**src/rtl/crossing_pkg.sv**
```systemverilog
// -----------------------------------------------------------------------------
// crossing_pkg
// Shared definitions for the pedestrian crossing controller:
//   - state_t     : FSM state encoding (also visible on the STATE debug port)
//   - DEF_*       : default timing constants used as parameter defaults
//   - timer_width : width of the per-state tick timer
// -----------------------------------------------------------------------------
package crossing_pkg;

    typedef enum logic [2:0] {
        ST_CGRN  = 3'd0,
        ST_CYEL  = 3'd1,
        ST_RED1  = 3'd2,
        ST_WALK  = 3'd3,
        ST_FLASH = 3'd4,
        ST_RED2  = 3'd5
    } state_t;

    localparam int DEF_TICK_DIV      = 1000;
    localparam int DEF_CAR_GREEN_MIN = 20;
    localparam int DEF_CAR_YEL_T     = 3;
    localparam int DEF_ALL_RED_T     = 2;
    localparam int DEF_WALK_BASE     = 8;
    localparam int DEF_RAND_BITS     = 3;
    localparam int DEF_FLASH_T       = 4;

    function automatic int max_int(input int a, input int b);
        return (a > b) ? a : b;
    endfunction

    // The timer counts ticks from 0 and must hold the longest state length.
    // In car-green it parks at the minimum-green count, so that value itself
    // has to be representable too.
    function automatic int timer_width(input int green_min, input int yel_t,
                                       input int all_red_t, input int walk_max,
                                       input int flash_t);
        int m;
        m = max_int(max_int(green_min, yel_t), max_int(all_red_t, flash_t));
        m = max_int(m, walk_max);
        return max_int($clog2(m + 1), 1);
    endfunction

endpackage

```
**src/rtl/tick_gen.sv**
```systemverilog
// -----------------------------------------------------------------------------
// tick_gen
// Prescaler producing one timing tick every DIV clock cycles.
//   i_clk   : clock, rising edge
//   i_rst_n : asynchronous active-low reset
//   i_clr   : synchronous clear; the next cycle starts a fresh tick period
//   o_tick  : high for one cycle at the end of each DIV-cycle period
// -----------------------------------------------------------------------------
module tick_gen
    import crossing_pkg::*;
#(
    parameter int DIV = DEF_TICK_DIV
) (
    input  logic i_clk,
    input  logic i_rst_n,
    input  logic i_clr,
    output logic o_tick
);

    localparam int CW = $clog2(DIV);

    logic [CW-1:0] r_cnt;
    logic          w_last;

    assign w_last = (r_cnt == CW'(DIV - 1));
    assign o_tick = w_last;

    always_ff @(posedge i_clk or negedge i_rst_n) begin
        if (!i_rst_n) begin
            r_cnt <= '0;
        end else if (i_clr || w_last) begin
            r_cnt <= '0;
        end else begin
            r_cnt <= r_cnt + 1'b1;
        end
    end

endmodule

```
**src/rtl/crossing_ctrl.sv**
```systemverilog
// -----------------------------------------------------------------------------
// crossing_ctrl
// Pedestrian crossing controller: car lamps stay green for at least
// CAR_GREEN_MIN ticks, then a latched push-button request runs one crossing
// cycle CGRN -> CYEL -> RED1 -> WALK -> FLASH -> RED2 -> CGRN.
//   CLK          : clock, rising edge
//   RST          : asynchronous active-low reset
//   PED_BTN      : asynchronous push-button, active-high
//   RANDOM_WORD  : random word; low RAND_BITS extend the walk time
//   RAND_EN      : one-cycle pulse advancing the random generator
//   CAR_RED/YEL/GRN, PED_RED/GRN : lamps (registered)
//   PED_WAIT     : request latched (registered)
//   STATE        : current FSM state code
// -----------------------------------------------------------------------------
module crossing_ctrl
    import crossing_pkg::*;
#(
    parameter int TICK_DIV      = DEF_TICK_DIV,
    parameter int CAR_GREEN_MIN = DEF_CAR_GREEN_MIN,
    parameter int CAR_YEL_T     = DEF_CAR_YEL_T,
    parameter int ALL_RED_T     = DEF_ALL_RED_T,
    parameter int WALK_BASE     = DEF_WALK_BASE,
    parameter int RAND_BITS     = DEF_RAND_BITS,
    parameter int FLASH_T       = DEF_FLASH_T
) (
    input  logic        CLK,
    input  logic        RST,
    input  logic        PED_BTN,
    input  logic [15:0] RANDOM_WORD,
    output logic        RAND_EN,
    output logic        CAR_RED,
    output logic        CAR_YEL,
    output logic        CAR_GRN,
    output logic        PED_RED,
    output logic        PED_GRN,
    output logic        PED_WAIT,
    output logic [2:0]  STATE
);

    localparam int WALK_MAX = WALK_BASE + (1 << RAND_BITS) - 1;
    localparam int TW       = timer_width(CAR_GREEN_MIN, CAR_YEL_T, ALL_RED_T,
                                          WALK_MAX, FLASH_T);

    state_t        r_state;
    state_t        w_next;
    logic          r_sync1, r_sync2, r_sync3;
    logic          r_req;
    logic          r_min_done;
    logic [TW-1:0] r_timer;
    logic [TW-1:0] r_dur;
    logic          w_tick;
    logic          w_enter;
    logic          w_btn_edge;
    logic          w_min_hit;
    logic          w_walk_go;
    logic          w_req_open;
    logic          w_rand_unused;

    // Only the low RAND_BITS of the random word are consumed.
    assign w_rand_unused = ^RANDOM_WORD[15:RAND_BITS];

    tick_gen #(
        .DIV (TICK_DIV)
    ) u_tick (
        .i_clk   (CLK),
        .i_rst_n (RST),
        .i_clr   (w_enter),
        .o_tick  (w_tick)
    );

    assign w_btn_edge = r_sync2 & ~r_sync3;
    assign w_min_hit  = (r_state == ST_CGRN) && w_tick &&
                        (r_timer == TW'(CAR_GREEN_MIN - 1));
    assign w_walk_go  = (r_state == ST_RED1) && (w_next == ST_WALK);
    assign w_enter    = (w_next != r_state);
    assign w_req_open = (r_state == ST_CGRN) || (r_state == ST_CYEL) ||
                        (r_state == ST_RED1) || (r_state == ST_RED2);

    // The minimum-green completion counts on the very tick it happens, so a
    // request already waiting leaves green exactly CAR_GREEN_MIN ticks in.
    always_comb begin
        w_next = r_state;
        case (r_state)
            ST_CGRN:  if ((r_min_done || w_min_hit) && r_req) w_next = ST_CYEL;
            ST_CYEL:  if (w_tick && (r_timer == TW'(CAR_YEL_T - 1))) w_next = ST_RED1;
            ST_RED1:  if (w_tick && (r_timer == TW'(ALL_RED_T - 1))) w_next = ST_WALK;
            ST_WALK:  if (w_tick && (r_timer == r_dur - TW'(1)))     w_next = ST_FLASH;
            ST_FLASH: if (w_tick && (r_timer == TW'(FLASH_T - 1)))   w_next = ST_RED2;
            ST_RED2:  if (w_tick && (r_timer == TW'(ALL_RED_T - 1))) w_next = ST_CGRN;
            default:  w_next = ST_CGRN;
        endcase
    end

    // Button synchronizer, edge detector and request latch. Consuming the
    // request at RED1->WALK wins over a simultaneous new edge.
    always_ff @(posedge CLK or negedge RST) begin
        if (!RST) begin
            r_sync1 <= 1'b0;
            r_sync2 <= 1'b0;
            r_sync3 <= 1'b0;
            r_req   <= 1'b0;
        end else begin
            r_sync1 <= PED_BTN;
            r_sync2 <= r_sync1;
            r_sync3 <= r_sync2;
            if (w_walk_go) begin
                r_req <= 1'b0;
            end else if (w_btn_edge && w_req_open) begin
                r_req <= 1'b1;
            end
        end
    end

    // Per-state tick timer. It freezes in car-green once the minimum is met
    // so it cannot wrap while waiting for a request.
    always_ff @(posedge CLK or negedge RST) begin
        if (!RST) begin
            r_timer    <= '0;
            r_min_done <= 1'b0;
            r_dur      <= '0;
        end else begin
            if (w_enter) begin
                r_timer <= '0;
            end else if (w_tick && !((r_state == ST_CGRN) && r_min_done)) begin
                r_timer <= r_timer + 1'b1;
            end
            if (w_enter) begin
                r_min_done <= 1'b0;
            end else if (w_min_hit) begin
                r_min_done <= 1'b1;
            end
            if (w_walk_go) begin
                r_dur <= TW'(WALK_BASE) + TW'(RANDOM_WORD[RAND_BITS-1:0]);
            end
        end
    end

    // State register plus lamp outputs decoded from the next state, so the
    // lamps change on the same edge as STATE.
    always_ff @(posedge CLK or negedge RST) begin
        if (!RST) begin
            r_state <= ST_CGRN;
            CAR_RED <= 1'b0;
            CAR_YEL <= 1'b0;
            CAR_GRN <= 1'b1;
            PED_RED <= 1'b1;
            PED_GRN <= 1'b0;
            RAND_EN <= 1'b0;
        end else begin
            r_state <= w_next;
            CAR_GRN <= (w_next == ST_CGRN);
            CAR_YEL <= (w_next == ST_CYEL);
            CAR_RED <= (w_next != ST_CGRN) && (w_next != ST_CYEL);
            PED_RED <= (w_next != ST_WALK) && (w_next != ST_FLASH);
            RAND_EN <= w_walk_go;
            case (w_next)
                ST_WALK:  PED_GRN <= 1'b1;
                ST_FLASH: begin
                    if (r_state != ST_FLASH) begin
                        PED_GRN <= 1'b1;
                    end else if (w_tick) begin
                        PED_GRN <= ~PED_GRN;
                    end
                end
                default:  PED_GRN <= 1'b0;
            endcase
        end
    end

    assign PED_WAIT = r_req;
    assign STATE    = r_state;

endmodule

```
**config.mk**
```make
export PLATFORM = sky130hd
export DESIGN_NAME = crossing_ctrl
export DESIGN_NICKNAME = d
export VERILOG_FILES = /design/src/rtl/crossing_pkg.sv /design/src/rtl/tick_gen.sv /design/src/rtl/crossing_ctrl.sv
export SDC_FILE = /design/constraint.sdc
export NUM_CORES = 1
export LEC_CHECK = 0
export CAP_MARGIN = 20
export CORE_MARGIN = 2
export CORE_UTILIZATION = 54
export CTS_CLUSTER_DIAMETER = 50
export DETAILED_ROUTE_END_ITERATION = 16
export PLACE_DENSITY = 0.8
export SYNTH_ARGS = -nofsm -noshare
export SYNTH_HDL_FRONTEND = slang
export SYNTH_HIERARCHICAL = 1
export SYNTH_SLANG_ARGS = --single-unit
```
**constraint.sdc**
```tcl
create_clock -name CLK -period 4.2 [get_ports CLK]
set_input_delay 0.84 -clock CLK [delete_from_list [all_inputs] [get_ports CLK]]
set_output_delay 0.84 -clock CLK [all_outputs]
set_load 0.01 [all_outputs]
```
== Word-level counts from Yosys, hierarchy flattened ==
Index checks and enable logic that the tools add are counted.

* Register bits: 34
* Output and inout bits: 10
* Logic and storage cells: 84

* Add/subtract/negate cells: 4
* Equality and inequality tests: 20
* Multiplexer cells: 17
* Bitwise gates (word level): 3
* Reduce and logical (&&, ||, !) cells: 25

{| class="wikitable"
|+ Operator list
! operator !! count
|-
| $mux 3 || 6
|-
| $pmux 3 s6 || 1
|-
| $logic_and 1x1->1 || 13
|-
| $add 10x1->10 const B || 1
|-
| $eq 10x10->1 const B || 1
|-
| $eq 5x2->1 const B || 2
|-
| $mux 10 || 1
|-
| $mux 5 || 2
|-
| $eq 3x2->1 const B || 3
|-
| $eq 3x3->1 const B || 3
|-
| $eq 3x1->1 const B || 2
|-
| $logic_not 3->1 || 2
|-
| $mux 1 || 6
|-
| $ne 3x2->1 const B || 2
|-
| $ne 3x3->1 const B || 2
|-
| $reduce_bool 2->1 || 3
|-
| $add 4x3->5 const A || 1
|-
| $add 5x1->5 const B || 1
|-
| $eq 5x1->1 const B || 1
|-
| $eq 5x5->1 || 1
|-
| $eq 5x5->1 const B || 1
|-
| $logic_or 1x1->1 || 5
|-
| $sub 5x1->5 const B || 1
|-
| $ne 3x1->1 const B || 1
|-
| 6 further kinds || 7
|}

== Depth between registers and ports, before layout ==
* Depth after elaboration: 10
* Depth in mapped cells: 12

== Cells and area by module ==
The synthesis kept the hierarchy.

{| class="wikitable"
|+ By module, submodules not included
! module !! times used !! cells an instance !! area an instance (µm²)
|-
| crossing_ctrl || 1 || 137 || 1,383.8
|-
| tick_gen || 1 || 51 || 533.0
|}

== Worst setup path after synthesis ==
No wires, ideal clock.

* Kind: register to register
* From: register u_tick.r_cnt[0]
* To: register u_tick.r_cnt[3]
* Library setup time: 119 ps
* Arrival time: 2,798 ps
* Required time: 4,081 ps
* Setup slack: 1,283 ps
* Stages on the path, launching flop included: 13
* Path buffers: 1
* Period minus slack after synthesis: 2,917 ps
* Path through: dfrtp_1 -> ha_1 -> nand2_2 -> nor4b_4 -> and3_1 -> nor4b_2 -> and2_4 -> nand3_2 -> o2111ai_1 -> buf_6 -> mux2i_1 -> a31o_2 -> nor2_1

* Word-level cells in the longest chain between the ends: 10
* Elaborated cells between the ends (all ways): 20

{| class="wikitable"
|+ RTL lines
! what !! line !! RTL
|-
| start, declared || tick_gen.sv:22 || <nowiki>logic [CW-1:0] r_cnt;</nowiki>
|-
| start signal, assigned || tick_gen.sv:34 || <nowiki>r_cnt <= r_cnt + 1'b1;</nowiki>
|-
| $eq 10x10->1 (*) || tick_gen.sv:25 || <nowiki>assign w_last = (r_cnt == CW'(DIV - 1));</nowiki>
|-
| via w_tick || crossing_ctrl.sv:51 || <nowiki>logic w_tick;</nowiki>
|-
| $logic_and 1x1->1 (2 in a row) || crossing_ctrl.sv:72 || <nowiki>assign w_min_hit = (r_state == ST_CGRN) && w_tick &&</nowiki>
|-
| $logic_or 1x1->1 || crossing_ctrl.sv:84 || <nowiki>ST_CGRN: if ((r_min_done || w_min_hit) && r_req) w_next = ST_CYEL;</nowiki>
|-
| $logic_and 1x1->1 || crossing_ctrl.sv:84 ||
|-
| $mux 3 || crossing_ctrl.sv:84 ||
|-
| $pmux 3 s6 (*) || crossing_ctrl.sv:83 || <nowiki>case (r_state)</nowiki>
|-
| via w_next[0] || crossing_ctrl.sv:45 || <nowiki>state_t w_next;</nowiki>
|-
| $ne 3x3->1 (*) || crossing_ctrl.sv:75 || <nowiki>assign w_enter = (w_next != r_state);</nowiki>
|-
| via w_enter || crossing_ctrl.sv:52 || <nowiki>logic w_enter;</nowiki>
|-
| $logic_or 1x1->1 (*) || tick_gen.sv:31 || <nowiki>end else if (i_clr || w_last) begin</nowiki>
|-
| $mux 10 (*) || tick_gen.sv:31 ||
|}

Mark *: on every way through the listed nets, which the timed path passes. The rest lies on a longest branch.
A chain may end at the register's enable or synchronous reset.

== Worst setup path in the final report ==
* From: register u_tick.r_cnt[0]
* To: register u_tick.r_cnt[6]

* Word-level cells in the longest chain between the ends: 10
* Elaborated cells between the ends (all ways): 20

{| class="wikitable"
|+ RTL lines
! what !! line
|-
| $eq 10x10->1 (*) || tick_gen.sv:25
|-
| via w_tick || crossing_ctrl.sv:51
|-
| $logic_and 1x1->1 (2 in a row) || crossing_ctrl.sv:72
|-
| $logic_or 1x1->1 || crossing_ctrl.sv:84
|-
| $logic_and 1x1->1 || crossing_ctrl.sv:84
|-
| $mux 3 || crossing_ctrl.sv:84
|-
| $pmux 3 s6 (*) || crossing_ctrl.sv:83
|-
| $ne 3x3->1 (*) || crossing_ctrl.sv:75
|-
| via w_enter || crossing_ctrl.sv:52
|-
| $logic_or 1x1->1 (*) || tick_gen.sv:31
|-
| $mux 10 (*) || tick_gen.sv:31
|}

Marked as above.

==> flow_summary.ini <==
[final_layout]
n_antenna_cell = 0
nNetsFinal = 229
layout_common_cells = 31 x dfrtp_1, 15 x nor2_1, 15 x clkdlybuf4s50_1, 14 x inv_1, 13 x nand2_1
fillers = 307
finalCoreUtilization_pct = 64.0
areaGrowthSynthToFinish_pct = 12.3
layout_commonest_cell = dfrtp_1
final-seq-area_um2 = 828
drive_gt1_share_pct = 14.1
multi_input_area_um2 = 987

[synthesis]
synth_cell_types = 55
ys_seq_elements = 33
synth_top_cell_area_share_pct = 40.5
syn_avg_cell_area_um2 = 10.2
ys_top_cells_by_area = dfrtp_1 40%, xnor2_1 5.0%, mux2i_1 3.7%
synth-main-ff-cell = dfrtp_1
yosysTopAreaCell = dfrtp_1
syn_inst = 188
yosys_warnings = 6
synth_area_um2 = 1920
syn-num-nets = 212
ys_seq_area_share_pct = 43.2
synth_edf_count = 0
ys_async_sr_fraction_pct = 100

[drt]
viasPerCell = 5.83
wire_per_inst_um = 15.0
drcViolationCount = 0
detail-route-antenna-nets = 0
wl_mm = 3.79
drtIter0Drc = 31
first_pass_iters = 4
via_count = 1470

[clocking]
cts_setup_buffers = 0
clockBufferDepth = 2
htree_levels = 2
cts_made_buffers = 5
clkTransAtPathRegs_ns = 0.10
cts_tree = built
clk_latency_ns = 0.33
post_cts_resized = 0
clock_sinks = 33
postCtsHoldBufs = 0
cts_root_buf = clkbuf_4

[worst_setup_path]
crit_path_start = u_tick/r_cnt[0]$_DFF_PN0_
r2r-end = u_tick/r_cnt[6]$_DFF_PN0_
r2r_setup_slack_ns = 0.81
max_stage_delay_ns = 0.52
crit_type = reg2reg
path_cells = ha_1, nand2_2, nor4b_4, and3_1, nor4b_2, and2_4, nand3_2, o2111ai_1, mux2i_1, a31o_2, nor2_1
crit_slowest_cell = mux2i_1
r2r_start = u_tick/r_cnt[0]$_DFF_PN0_
setup.worst_path.end = u_tick/r_cnt[6]$_DFF_PN0_
path_max_fanout = 7
crit_family = simple AND/OR/NAND/NOR gates
startpoint_type = flip-flop
cp.required_ns = 4.43
path_depth = 11
critPathBufInv = 0
ff2ff_path_depth = 11
worst_setup_path_end_kind = flip-flop
critPathArrivalTime_ns = 3.62

[grt]
met1_usage_pct = 22.6
antenna_found_initial = 0
grt_usage_pct = 20.9
gr-max-usage-layer = met2
grt_max_degree = 34
grt_overflow = 0
grt_use_met3_pct = 6.43
use_met2_pct = 35.4
grt_pass1_vias = 1460
grt_pass1_wl_mm = 6.46

[floorplan]
rows = 21
start_util_pct = 57.0
die_w_um = 63.6
die-area_um2 = 4040
io-pin-count = 29
die_h_um = 63.6
placeableCoreArea_um2 = 3360

[min_path]
hp-start = r_sync1$_DFF_PN0_
min_path_type = reg2reg

[place]
port_buffers = 15
gp_congestion = 0.826
dp_hpwl_mm = 2.79

[sta]
hold_violations = 0
grt_setup_unrepaired = false
min_period_ns = 3.39
fin_crit_sh_pct = 80.6
finalSetupViolations = 0
worst_pin_slew_ns = 0.639
maxSlewViolCount = 0
finClkSkew_ns = 0.00565
max_slew_margin_pct = 57.4
fmax_mhz = 295
fin_tns_setup_ns = 0

[power_and_ir_drop]
power_frac_seq_pct = 62.4
p_per_area_nw_per_um2 = 240
pwr-share-comb_pct = 3.6
internal_power_mw = 0.393
p_clk_share_pct = 34.0
swShare_pct = 24.1
leakage_nw = 0.872
max-vdd-ir-drop_v = 0.000210
switchingPower_mw = 0.125

[flow_run]
drv_cap = 0

[status]
status = complete, no violations
==> state kept, by name, indices dropped and copies added (netlist names) <==
name,flops
r_min_done,1
CAR_YEL,1
r_dur,4
PED_GRN,1
PED_WAIT,1
r_sync2,1
STATE,3
r_timer,5
u_tick/r_cnt,10
PED_RED,1
r_sync1,1
r_sync3,1
CAR_RED,1
CAR_GRN,1
RAND_EN,1
==> logic make-up after synthesis <==
family	count (synthesis)	synth area share, %
buffers and inverters	22	5.29
XOR/XNOR	16	7.31
AO/OA/AOI/OAI	34	13.6
AND/OR/NAND/NOR	68	21.9
multiplexers	10	5.42
adder cells (fa/ha/maj)	5	3.26
flip-flops	33	43.2
==> power groups by stage <==
stage / Clock (mW) / Combinational, mW / Sequential, mW
floorplan: 0 / 0.00676 / 0.328
global placement: 0 / 0.0186 / 0.329
detailed placement: 0 / 0.0193 / 0.329
CTS: 0.183 / 0.0194 / 0.323
global route: 0.203 / 0.0218 / 0.323
finish: 0.176 / 0.0186 / 0.323
==> how the worst min path moves through the flow <==
stage	to	slack, ns	cells past startpoint
global placement	r_sync2$_DFF_PN0_	0.33	0
detailed placement	r_sync2$_DFF_PN0_	0.34	0
floorplan	r_sync2$_DFF_PN0_	0.33	0
finish	r_sync2$_DFF_PN0_	0.36	0
CTS	r_sync2$_DFF_PN0_	0.37	0
global route	r_sync2$_DFF_PN0_	0.38	0
==> worst reg2reg max path: stages, from the launching register on <==
cell and delay [ns]:
dfrtp_1 0.43, ha_1 0.24, nand2_2 0.11, nor4b_4 0.32, and3_1 0.35, nor4b_2 0.39, and2_4 0.25, nand3_2 0.16
o2111ai_1 0.20, mux2i_1 0.52, a31o_2 0.26, nor2_1 0.07
==> cell usage after synthesis, types with 2 or more instances <==
master / n
o21a_1: 2
mux2_2: 3
mux2i_1: 7
a21oi_1: 5
and2_1: 3
nand3_2: 3
dfstp_2: 2
nand3_1: 9
o211ai_1: 2
xor2_1: 5
o21ai_0: 3
buf_6: 2
a2bb2oi_1: 2
nor2_1: 15
clkbuf_1: 5
or4b_4: 2
ha_1: 5
nand2b_1: 5
inv_1: 14
a21o_1: 3
and3_1: 2
nand2_1: 13
a31oi_1: 2
nor3_1: 2
nand4_1: 2
dfrtp_1: 31
xnor2_1: 11
==> layer usage <==
layer / vias to the layer above / wire length (um)
met2: 44 / 1980
li1: 699 / -
met5: - / 0
met4: 0 / 106
met1: 717 / 1520
met3: 10 / 184
==> per-stage QoR <==
stage          hold slack, ns  instance area [um^2]  std cells  setup slack (ns)  power, mW
6_report                0.364                  2150        252             0.813      0.517
3_3_place_gp            0.334                  2100        244             0.911      0.347
5_1_grt                 0.381                  2150        252             0.540      0.548
3_5_place_dp            0.343                  2100        244             0.818      0.348
4_1_cts                 0.368                  2150        252             0.788      0.526
2_1_floorplan           0.331                  1920        188              1.28      0.335
==> area by class of cell <==
type | count | area share, %
inverters | 14 | 2.44
clock buffers | 5 | 1.74
well taps | 46 | 2.67
clock inverters | 3 | 0.813
repair buffers | 18 | 8.02
flip-flops and latches | 33 | 38.5
multi-input cells | 133 | 45.8
Power figures use the tool's default switching activity.
